[src/rtl/fft_frame_ctrl.sv]
// Frame sequencer for the 32-point radix-2 MDC FFT: drives pipe_en, twiddle ROM addresses,
// commutator selects and output framing. Optional sticky protocol checker: FFT_CTRL_ERR_EN.
module fft_frame_ctrl #(
    parameter int N       = 32,
    parameter int LOG2N   = 5,
    parameter int OUT_LAT = 31
) (
    input  logic       clk,
    input  logic       rst,
    input  logic       in_valid,
    input  logic       in_sop,
    output logic       in_ready,
    output logic       pipe_en,
    output logic [3:0] rom_16_counter,
    output logic [2:0] rom_8_counter,
    output logic [5:0] state_code,
    output logic       out_valid,
    output logic       out_sop,
    output logic       err
);

    localparam int DRAIN_LEN = OUT_LAT + N / 2 - N;
    localparam int LAST_AGE  = OUT_LAT + N / 2 - 1;
    localparam int AW        = $clog2(LAST_AGE + 1);
    localparam int DW        = $clog2(DRAIN_LEN + 1);

    typedef enum logic [1:0] {
        IDLE  = 2'd0,
        RUN   = 2'd1,
        DRAIN = 2'd2
    } state_t;

    // Handshake: a sample is taken on any cycle where in_valid and in_ready are both high;
    // in_ready depends only on the state register, never on in_valid.
    state_t           state_q, state_d;
    logic [LOG2N-1:0] t_q;
    logic [LOG2N-1:0] in_cnt_q;
    logic [DW-1:0]    drain_cnt_q;
    logic             parity_q;
    logic [1:0]       slot_act_q;
    logic [AW-1:0]    slot_age_q [2];

    logic accept;
    logic frame_start;
    logic pipe_en_c;
    logic to_idle;
    logic [1:0] slot_win;
    logic [1:0] slot_first;

    assign in_ready    = (state_q != DRAIN);
    assign accept      = in_valid & in_ready;
    assign frame_start = accept & in_sop & (in_cnt_q == '0);
    assign to_idle     = (state_q != IDLE) && (state_d == IDLE);

    always_comb begin
        state_d   = state_q;
        pipe_en_c = 1'b0;
        case (state_q)
            IDLE: begin
                pipe_en_c = frame_start;
                if (frame_start) state_d = RUN;
            end
            RUN: begin
                if (in_cnt_q != '0) begin
                    pipe_en_c = in_valid;
                end else begin
                    // Frame boundary: either the next frame starts or the pipeline drains.
                    pipe_en_c = 1'b1;
                    if (!frame_start) state_d = (DRAIN_LEN == 1) ? IDLE : DRAIN;
                end
            end
            DRAIN: begin
                pipe_en_c = 1'b1;
                if (drain_cnt_q == DW'(DRAIN_LEN - 1)) state_d = IDLE;
            end
            default: state_d = IDLE;
        endcase
    end

    always_ff @(posedge clk) begin
        if (rst) begin
            state_q     <= IDLE;
            t_q         <= '0;
            in_cnt_q    <= '0;
            drain_cnt_q <= '0;
            parity_q    <= 1'b0;
            slot_act_q  <= '0;
            for (int i = 0; i < 2; i++) slot_age_q[i] <= '0;
        end else begin
            state_q <= state_d;

            if (to_idle)        t_q <= '0;
            else if (pipe_en_c) t_q <= t_q + LOG2N'(1);

            if (frame_start)                    in_cnt_q <= LOG2N'(1);
            else if (accept && in_cnt_q != '0)  in_cnt_q <= in_cnt_q + LOG2N'(1);

            if (state_q == RUN && in_cnt_q == '0 && !frame_start)
                drain_cnt_q <= DW'(1);
            else if (state_q == DRAIN)
                drain_cnt_q <= (state_d == IDLE) ? '0 : drain_cnt_q + DW'(1);

            if (frame_start) parity_q <= ~parity_q;

            // Frames alternate between the two tracking slots, selected by the parity bit.
            for (int i = 0; i < 2; i++) begin
                if (frame_start && parity_q == 1'(i)) begin
                    slot_act_q[i] <= 1'b1;
                    slot_age_q[i] <= AW'(1);
                end else if (pipe_en_c && slot_act_q[i]) begin
                    if (slot_age_q[i] == AW'(LAST_AGE)) slot_act_q[i] <= 1'b0;
                    else                                slot_age_q[i] <= slot_age_q[i] + AW'(1);
                end
            end
        end
    end

    always_comb begin
        slot_win   = '0;
        slot_first = '0;
        for (int i = 0; i < 2; i++) begin
            slot_win[i]   = slot_act_q[i] && (slot_age_q[i] >= AW'(OUT_LAT))
                                          && (slot_age_q[i] <= AW'(LAST_AGE));
            slot_first[i] = slot_act_q[i] && (slot_age_q[i] == AW'(OUT_LAT));
        end
    end

    assign pipe_en   = pipe_en_c;
    assign out_valid = pipe_en_c & (|slot_win);
    assign out_sop   = pipe_en_c & (|slot_first);

    // The stage offsets (16, 24, 28, 30) are multiples of 2^(k+1) for the bit each stage
    // reads, so the subtractions vanish and the selects reduce to plain bits of t.
    assign rom_16_counter = t_q[3:0];
    assign rom_8_counter  = t_q[2:0];
    assign state_code     = {parity_q, t_q[0], t_q[1], t_q[2], t_q[3], t_q[4]};

`ifdef FFT_CTRL_ERR_EN
    logic err_q;
    logic err_set;

    assign err_set = (accept & in_sop & (in_cnt_q != '0))
                   | (in_valid & ~in_ready)
                   | ((state_q == IDLE) & in_valid & ~in_sop);

    always_ff @(posedge clk) begin
        if (rst)          err_q <= 1'b0;
        else if (err_set) err_q <= 1'b1;
    end

    assign err = err_q;
`else
    assign err = 1'b0;
`endif

endmodule

[config.mk]
export PLATFORM = sky130hd
export DESIGN_NAME = fft_frame_ctrl
export DESIGN_NICKNAME = d
export VERILOG_FILES = /design/src/rtl/fft_frame_ctrl.sv
export SDC_FILE = /design/constraint.sdc
export NUM_CORES = 1
export LEC_CHECK = 0
export ABC_AREA = 1
export CORE_ASPECT_RATIO = 1.1
export CORE_MARGIN = 10
export CORE_UTILIZATION = 40
export DETAILED_ROUTE_END_ITERATION = 7
export PLACE_DENSITY = 0.66
export REMOVE_ABC_BUFFERS = 1
export SYNTH_ARGS = -nofsm -noshare
export SYNTH_HDL_FRONTEND = slang
export SYNTH_SLANG_ARGS = --single-unit
[constraint.sdc]
create_clock -name clk -period 2.1 [get_ports clk]
set_input_delay 0.42 -clock clk [delete_from_list [all_inputs] [get_ports clk]]
set_output_delay 0.42 -clock clk [all_outputs]
set_load 0.02 [all_outputs]
# Word-level counts from Yosys, hierarchy flattened
# Memories as Yosys holds them, arrays and structs flattened.
# Cells that the tools add are included.
[totals]
ff_bits = 19
latch_bits = 0
ramBits = 12
rom_bits = 0
inputBits = 4
out_inout_bits = 18
elab_cells = 110
memories = 1
[classes]
addsub = 5
mul = 0
div = 0
order_cmp = 4
eq_ne = 8
shift = 0
muxes = 40
bitwise_logic = 10
n_reduce_logical = 33
[mem_list]
columns = ["name", "words", "width", "read_ports", "rd_ports_with_merged_regs", "write_ports", "line_no", "source"]
rows = [
  ["slot_age_q", 2, 6, 2, 0, 2, "41", "logic [AW-1:0] slot_age_q [2];"],
]
[ops]
columns = ["operator", "count"]
rows = [
  ["two-way mux 1 bit", 29],
  ["two-way mux 6 bit", 4],
  ["logical AND 1 bit", 14],
  ["nonzero test 2 bit", 7],
  ["adder 6 x 1 -> 6 bit, second input constant", 2],
  ["equality test 6 x 5 -> 1 bit, second input constant", 2],
  ["equality test 6 bit, second input constant", 2],
  [">= comparator 6 x 5 -> 1 bit, second input constant", 2],
  ["<= comparator 6 bit, second input constant", 2],
  ["adder 5 x 1 -> 5 bit, second input constant", 2],
  ["OR reduction 2 bit", 5],
  ["two-way mux 2 bit", 4],
  ["case mux 2 bit (3 select lines)", 1],
  ["AND 1 bit", 5],
  ["logical NOT 5 bit", 1],
  ["nonzero test 5 bit", 1],
  ["adder 4 x 1 -> 4 bit, second input constant", 1],
  ["equality test 4 bit, second input constant", 1],
  ["logical NOT 2 bit", 2],
  ["two-way mux 4 bit", 1],
  ["bitwise OR 1 bit", 4],
  ["AND reduction 2 bit", 2],
  ["case mux 1 bit (3 select lines)", 1],
  ["equality test 2 x 1 -> 1 bit, second input constant", 1],
  ["4 further kinds", 4],
]

# Logic depth before layout (Yosys ltp)
[logic_depth]
word_depth = 11
ltp_mapped = 13
depth_no_buf = 13

# Worst setup path after synthesis
# OpenSTA, ideal clock, no wires.
[synth_timing]
kind = "flip-flop to output port"
start = "register in_cnt_q[0]"
end = "output port out_sop"
t_arrival_ps = 1566
required_time_ps = 1680
path_slack_ps = 114
path_stages_with_launch = 11
n_path_buf = 0
cell_sequence = "dfxtp_1 > inv_1 > ha_1 > inv_1 > nor2_1 > nand2_2 > nand3_1 > nand2_2 > inv_2 > nand2_2 > a21oi_1"
[synth_between]
elab_chain_len = 4
elab_cells_between_ends = 6
classes_between = "2 x mux; 2 x bitwise; 2 x reduce/logical"
[synth_lines]
columns = ["item", "line_no", "source"]
rows = [
  ["start, declared", "37", "logic [LOG2N-1:0] in_cnt_q;"],
  ["start signal, assigned", "96", "else if (accept && in_cnt_q != '0) in_cnt_q <= in_cnt_q + LOG2N'(1);"],
  ["nonzero test 5 bit / logical NOT 5 bit (equally long branches)", "64, 52", ""],
  ["two-way mux 1 bit / AND 1 bit (equally long branches)", "64, 52", ""],
  ["case mux 1 bit (3 select lines) *", "58", "case (state_q)"],
  ["AND 1 bit *", "130", "assign out_sop = pipe_en_c & (|slot_first);"],
  ["end, declared", "18", "output logic out_sop,"],
]
# Mark *: on every way between the ends. The rest lies on a longest branch, timed or not.

# Final worst setup path
# Same ends and word-level chain as after synthesis.

==> results.json <==
{
  "n_fill_cell": 445,
  "crit_required_ns": 1.68,
  "crit_type": "reg -> out",
  "synth_xor_area_share_pct": 4.968,
  "synth_compound_area_share_pct": 5.677,
  "worstPathArrival_ns": 1.63,
  "critical_path.endpoint_type": "output pin",
  "netlist-cell-type-count": 29,
  "drcViolationCount": 0,
  "wire_per_inst_um": 11.28,
  "synth_mux_area_share_pct": 0,
  "grt_usage_pct": 11.02,
  "postRouteAntennaNets": 0,
  "cts_buffers": 5,
  "ys_ff_latch": 31,
  "ir_worst_vdd_v": 0.0004111,
  "hp-class": "reg -> reg",
  "synth_simple_gate_area_share_pct": 33.55,
  "rows": 26,
  "antenna_found_initial": 0,
  "final_nets": 329,
  "busiest_layer": "met2",
  "maxCapViolCount": 0,
  "syn2layout_area_growth_pct": 37.74,
  "reg2reg_slack_ns": 0.26,
  "cts_max_level": 2,
  "fin_skew_ns": 0.009253,
  "firstDrtPassIters": 4,
  "initial_utilization_pct": 41.40,
  "syn_inst": 251,
  "diodes": 0,
  "crit_path_start_kind": "flip-flop",
  "ys_seq_area_share_pct": 38.19,
  "fmax_mhz": 487.4,
  "avgSynthCellArea_um2": 7.727,
  "wl_um": 4209,
  "rsz0062_at_grt": "yes",
  "grt_use_met3_pct": 4.601,
  "grt_pass1_vias": 1693,
  "p_per_area_mw_per_mm2": 671.5,
  "cts_root_buf": "clkbuf_8",
  "port_buffers": 20,
  "leakage_nw": 1.237,
  "grt_overflow_total": 0,
  "setup_viol": 0,
  "grt_util_met2_pct": 17.98,
  "clock_sinks": 31,
  "grt_max_degree": 10,
  "cts_tree": "done",
  "finalCritPeriodShare_pct": 97.69,
  "coreArea_mm2": 0.004684,
  "path_cells": "inv_2, ha_4, inv_2, nor2_4, nand2_4, nand3_4, nand2_4, inv_2, nand2_2, a21oi_2, buf_6",
  "min_period_ns": 2.052,
  "yosys_warnings": 0,
  "post-place-ws_ns": -0.4916,
  "crit_path_frequent_cell": "inv_2",
  "hold_viol": 0,
  "synthesis.area_mm2": 0.001939,
  "die_x_um": 86.39,
  "ctsLongestPathBuffers": 2,
  "final_layout_size_suffix_gt1_share_pct": 29.65,
  "die_y_um": 93.03,
  "worst_slack_ns": 0.04843,
  "pin_count": 22,
  "worstPathMaxFanout": 5,
  "post_dp_cell_area_mm2": 0.002391,
  "gp_congestion": 0.8111,
  "synth_fa_ha_area_share_pct": 5.806,
  "vias_per_cell": 4.673,
  "clkTransAtPathRegs_ns": 0.06,
  "use_met1_pct": 12.22,
  "clock_latency_ns": 0.28,
  "slowest_stage": "dfxtp_2",
  "vias": 1743,
  "slowest_delay_ns": 0.32,
  "dp.final_hpwl_um": 3052,
  "grt_pass1_wl_um": 7286,
  "synth_top_family_by_area": "simple AND/OR/NAND/NOR gates",
  "slew_violations": 0,
  "die-area_mm2": 0.008037,
  "status": "completed",
  "drt_iter0_markers": 87,
  "fin_area_mm2": 0.002671
}
==> metal layers <==
| metal | routed length [µm] | share of wire, % |
|---|---|---|
| met2 | 1981 | 47 |
| met3 | 255 | 6.1 |
| met5 | 0 | 0 |
| met4 | 89 | 2.1 |
| met1 | 1882 | 45 |
==> cells in the mapped netlist <==
| cell type | count | area [µm²] |
|---|---|---|
| clkbuf_1 | 1 | 3.750 |
| edfxtp_1 | 12 | 360.4 |
| a21oi_1 | 10 | 50.05 |
| conb_1 | 1 | 3.750 |
| nor2_1 | 32 | 120.1 |
| nand4_1 | 5 | 31.28 |
| nor3_2 | 1 | 10.01 |
| o211ai_1 | 2 | 15.01 |
| nand3_1 | 26 | 130.1 |
| nor3_1 | 2 | 10.01 |
| nand3b_1 | 3 | 22.52 |
| and2_2 | 1 | 7.510 |
| o21a_1 | 1 | 7.510 |
| nand2_4 | 2 | 22.52 |
| xor2_1 | 7 | 61.31 |
| nor2_4 | 1 | 11.26 |
| nand2_2 | 5 | 31.28 |
| nor2_8 | 2 | 40.04 |
| xnor2_1 | 4 | 35.03 |
| inv_1 | 36 | 135.1 |
| nand3_4 | 2 | 35.03 |
| o21ai_0 | 6 | 30.03 |
| or2_2 | 1 | 6.260 |
| inv_2 | 3 | 11.26 |
| o21bai_1 | 1 | 7.510 |
| ha_1 | 9 | 112.6 |
| dfxtp_1 | 19 | 380.4 |
| buf_4 | 10 | 75.07 |
| nand2_1 | 46 | 172.7 |
==> cell families after synthesis <==
| logic type | count (synthesis) |
|---|---|
| and+or+nand+nor | 129 |
| buffers and inverters | 50 |
| DFF | 31 |
| AOI/OAI and AO/OA | 20 |
| xor gates and xnor gates | 11 |
| adders and majority gates | 9 |
| other | 1 |
==> registers in the layout (all words and copies together) (netlist names) <==
register / flops
parity_q: 1
t_q: 5
slot_act_q: 2
state_q: 2
drain_cnt_q: 4
in_cnt_q: 5
slot_age_q: 12
==> placed cells by master, fill, tap and decap left out, types with 2 or more instances in the layout <==
cell	n
inv_1	30
o21ai_0	5
ha_2	3
clkbuf_8	6
edfxtp_1	12
nand3_1	25
nand2_1	44
xor2_1	7
xnor2_1	4
nor2_8	2
nand3_4	3
dfxtp_1	17
nand4_1	5
nor2_1	30
o211ai_1	2
clkdlybuf4s50_1	16
inv_2	8
nand3b_1	3
dfxtp_2	2
nor3_1	2
nor2_4	2
buf_6	3
nand2_4	4
a21oi_1	9
ha_1	5
nand2_2	5
buf_4	47
==> worst max-delay path, delay by kind of cell (launching register included) <==
family	cells	cell delay, ns
compound gates	1	0.14
fa+ha+maj	1	0.12
buf+inv	4	0.30
flops	1	0.32
simple gates	5	0.45
==> path summary, 6_finish.rpt <==
kind / start / endpoint / depth (start not counted)
setup / recovery: in_cnt_q[0] / out_sop / 11
hold reg to reg: drain_cnt_q[2] / drain_cnt_q[2] / 2
hold / removal: drain_cnt_q[2] / drain_cnt_q[2] / 2
setup reg to reg: in_cnt_q[0] / slot_age_q[0][2] / 11
==> power breakdown <==
part / leakage [nW] / internal [W] / switching, W
combinational: 0.911 / 0.000293 / 0.000305
clock: 0.0459 / 0.000262 / 0.000209
sequential: 0.280 / 0.000679 / 0.0000458
==> cell type report <==
cell class                 count  area (µm²)  share of cell area [%]
clock buffer                   7       86.33                   3.232
clock inverter                 1       3.754                  0.1405
inverter                      39       148.9                   5.574
multi-input combinational    170        1035                   38.74
sequential                    31       743.2                   27.82
tap                           56       70.07                   2.623
timing repair buffer          69       584.3                   21.87
==> through the flow <==
step                std cells  hold slack, ns  util [%]  power, W  TNS, ns
global route              373          0.5177     57.02  0.001905  -0.1279
detailed placement        349          0.4881     51.04  0.001206   -1.993
CTS                       367          0.4974     55.48  0.001772        0
finish                    373          0.4975     57.02  0.001794        0
floorplan                 240          0.4565         -  0.001002        0
global placement          349          0.4801     51.04  0.001199   -1.573
==> repair_timing <==
action | CTS | global route
setup buffers | 10 | 6
setup endpoints to repair | 3 | 3
hold buffers | 0 | 0
pin swaps | 5 | 11
gates resized for setup | 30 | 13
(Power assumes the default switching activity.)
==> edit: new RTL, same settings <==
Set the parameter `OUT_LAT` to 62 (it was 31).
--- a/src/rtl/fft_frame_ctrl.sv
+++ b/src/rtl/fft_frame_ctrl.sv
@@ -4,5 +4,5 @@
     parameter int N       = 32,
     parameter int LOG2N   = 5,
-    parameter int OUT_LAT = 31
+    parameter int OUT_LAT = 62
 ) (
     input  logic       clk,
Behaviour: same outputs for any inputs over 10 cycles, from zero or initial values and one cycle with rst high; that may be too few to reach the edited logic, so the function may still have changed.
==> edit against the unedited design <==
  * Worst setup slack got worse by 0.021 ns
  * Synthesized cell count increased by 10%
  * Cell area increased by 9.0%
  * Synthesized area increased by 12%
  * Final cell count increased by 10%
  * Routed wire length increased by 11%
  * Power decreased by 1.2%
  * Non-clock buffer count decreased by 5
  * Sequential cell count increased by 4
  * Hold slack improved by 0.0085 ns
  * Fmax decreased by 1.0%
  * Critical path type unchanged
  * Highest routed layer unchanged
==> edit: results (changes against the unedited design) <==
| Parameter | This run | Unit | vs unedited |
| --- | --- | --- | --- |
| Setup slack of the worst register-to-register path | 0.15 | ns | -0.11 ns |
| Critical path capture point | out_valid | - |  |
| Clock buffer and inverter area fraction after layout | 0.02878 | - | -0.004944 |
| Global-route wire length before repair | 7935 | um | +8.9% |
| Number of sequential storage elements | 35 | - | +13% |
| Average size of a mapped cell | 7.865 | um^2 | +1.8% |
| Via density per instance | 4.522 | - | -3.2% |
| Routability cong. | 0.7893 | - | -2.7% |
| Total iterations of the first detailed-routing run | 6 | - | +2 |
| Largest net degree at the start of global routing | 12 | - | +2 |
| Fraction of area in registers | 0.2891 | - | +0.01087 |
| Number of signal-net buffers in the layout | 64 | - | -7.2% |
| Launching element of the worst setup path | slot_age_q[0][0]$_SDFFCE_PN0P_ | - |  |
| Worst-case clock skew | 0.008995 | ns | -0.0002585 ns |
| Number of enable-type register cells in the synthesized netlist | 14 | - | +2 |
| Cell with the largest stage delay on the worst path | sky130_fd_sc_hd__edfxtp_1 | - |  |
| Sequential-to-total area share from yosys stat | 0.3873 | - | +0.005384 |
| Proportion of final cell area spent on non-clock buffers | 0.1946 | - | -0.02415 |
| Pre-CTS setup slack | -0.4080 | ns | +0.08351 ns |
| First-iteration detailed-routing DRC count | 45 | - | -48% |
| Clock input transition at the sequential cells of the worst setup and hold paths | 0.08 | ns | +0.02 ns |
| Combined global-route utilization of all metal layers | 0.1063 | - | -0.003872 |
| Adder-cell share of the synthesized area | 0.06340 | - | +0.005336 |
| Reg-to-reg endpoint | slot_age_q[1][5]$_SDFFCE_PN0P_ | - |  |
| Compound-cell area share of the yosys netlist | 0.06571 | - | +0.008932 |
| Run status | completed | - |  |
| Fraction of power consumed by the clock network | 0.272 | - | +0.009 |
| Proportion of layout cells with a drive suffix above 1 | 0.2582 | - | -0.03837 |
| Multi-In Gates | 193 | - | +14% |
| Number of nets in the layout | 351 | - | +6.7% |
| Fin Hold WS | 0.5060 | ns | +0.008517 ns |
| Unique masters post-synth | 32 | - | +10% |
| Endpoint of the worst hold path | drain_cnt_q[1]$_SDFFE_PP0P_ | - |  |
| Delay contributed by the slowest stage of the critical path | 0.42 | ns | +0.10 ns |
| Count of cells resized by post-cts repair | 15 | - | -50% |
| Ratio of total power to cell area | 608.6 | nW/um^2 | -9.4% |
| Share of the synthesized netlist area taken by xor and xnor gates | 0.06859 | - | +0.01891 |
edit: cell count changes after synthesis, moves of 2 or more:
cell                       delta
sky130_fd_sc_hd__xor2_1       +4
sky130_fd_sc_hd__nand3_1      -3
sky130_fd_sc_hd__xnor2_1      +2
sky130_fd_sc_hd__nand2_2      -2
sky130_fd_sc_hd__ha_1         +2
sky130_fd_sc_hd__o21ai_0      +2
sky130_fd_sc_hd__inv_2        -2
sky130_fd_sc_hd__nand2_1      +4
sky130_fd_sc_hd__edfxtp_1     +2
sky130_fd_sc_hd__dfxtp_1      +2
sky130_fd_sc_hd__nor2_1      +12
edit: worst max-delay path, delay by kind of cell, from the launching register on:
kind,cells,cell delay (ns)
DFF,1,0.42
adders and majority gates,1,0.17
buffers and inverters,2,0.27
and+or+nand+nor,3,0.26
AOI/OAI and AO/OA,3,0.23
edit: layer usage:
layer | GRT usage | wire length, um
met1 | 0.1205 | 1994
met2 | 0.1846 | 2399
met3 | 0.02937 | 171
met4 | 0.04044 | 101
met5 | 0 | 0
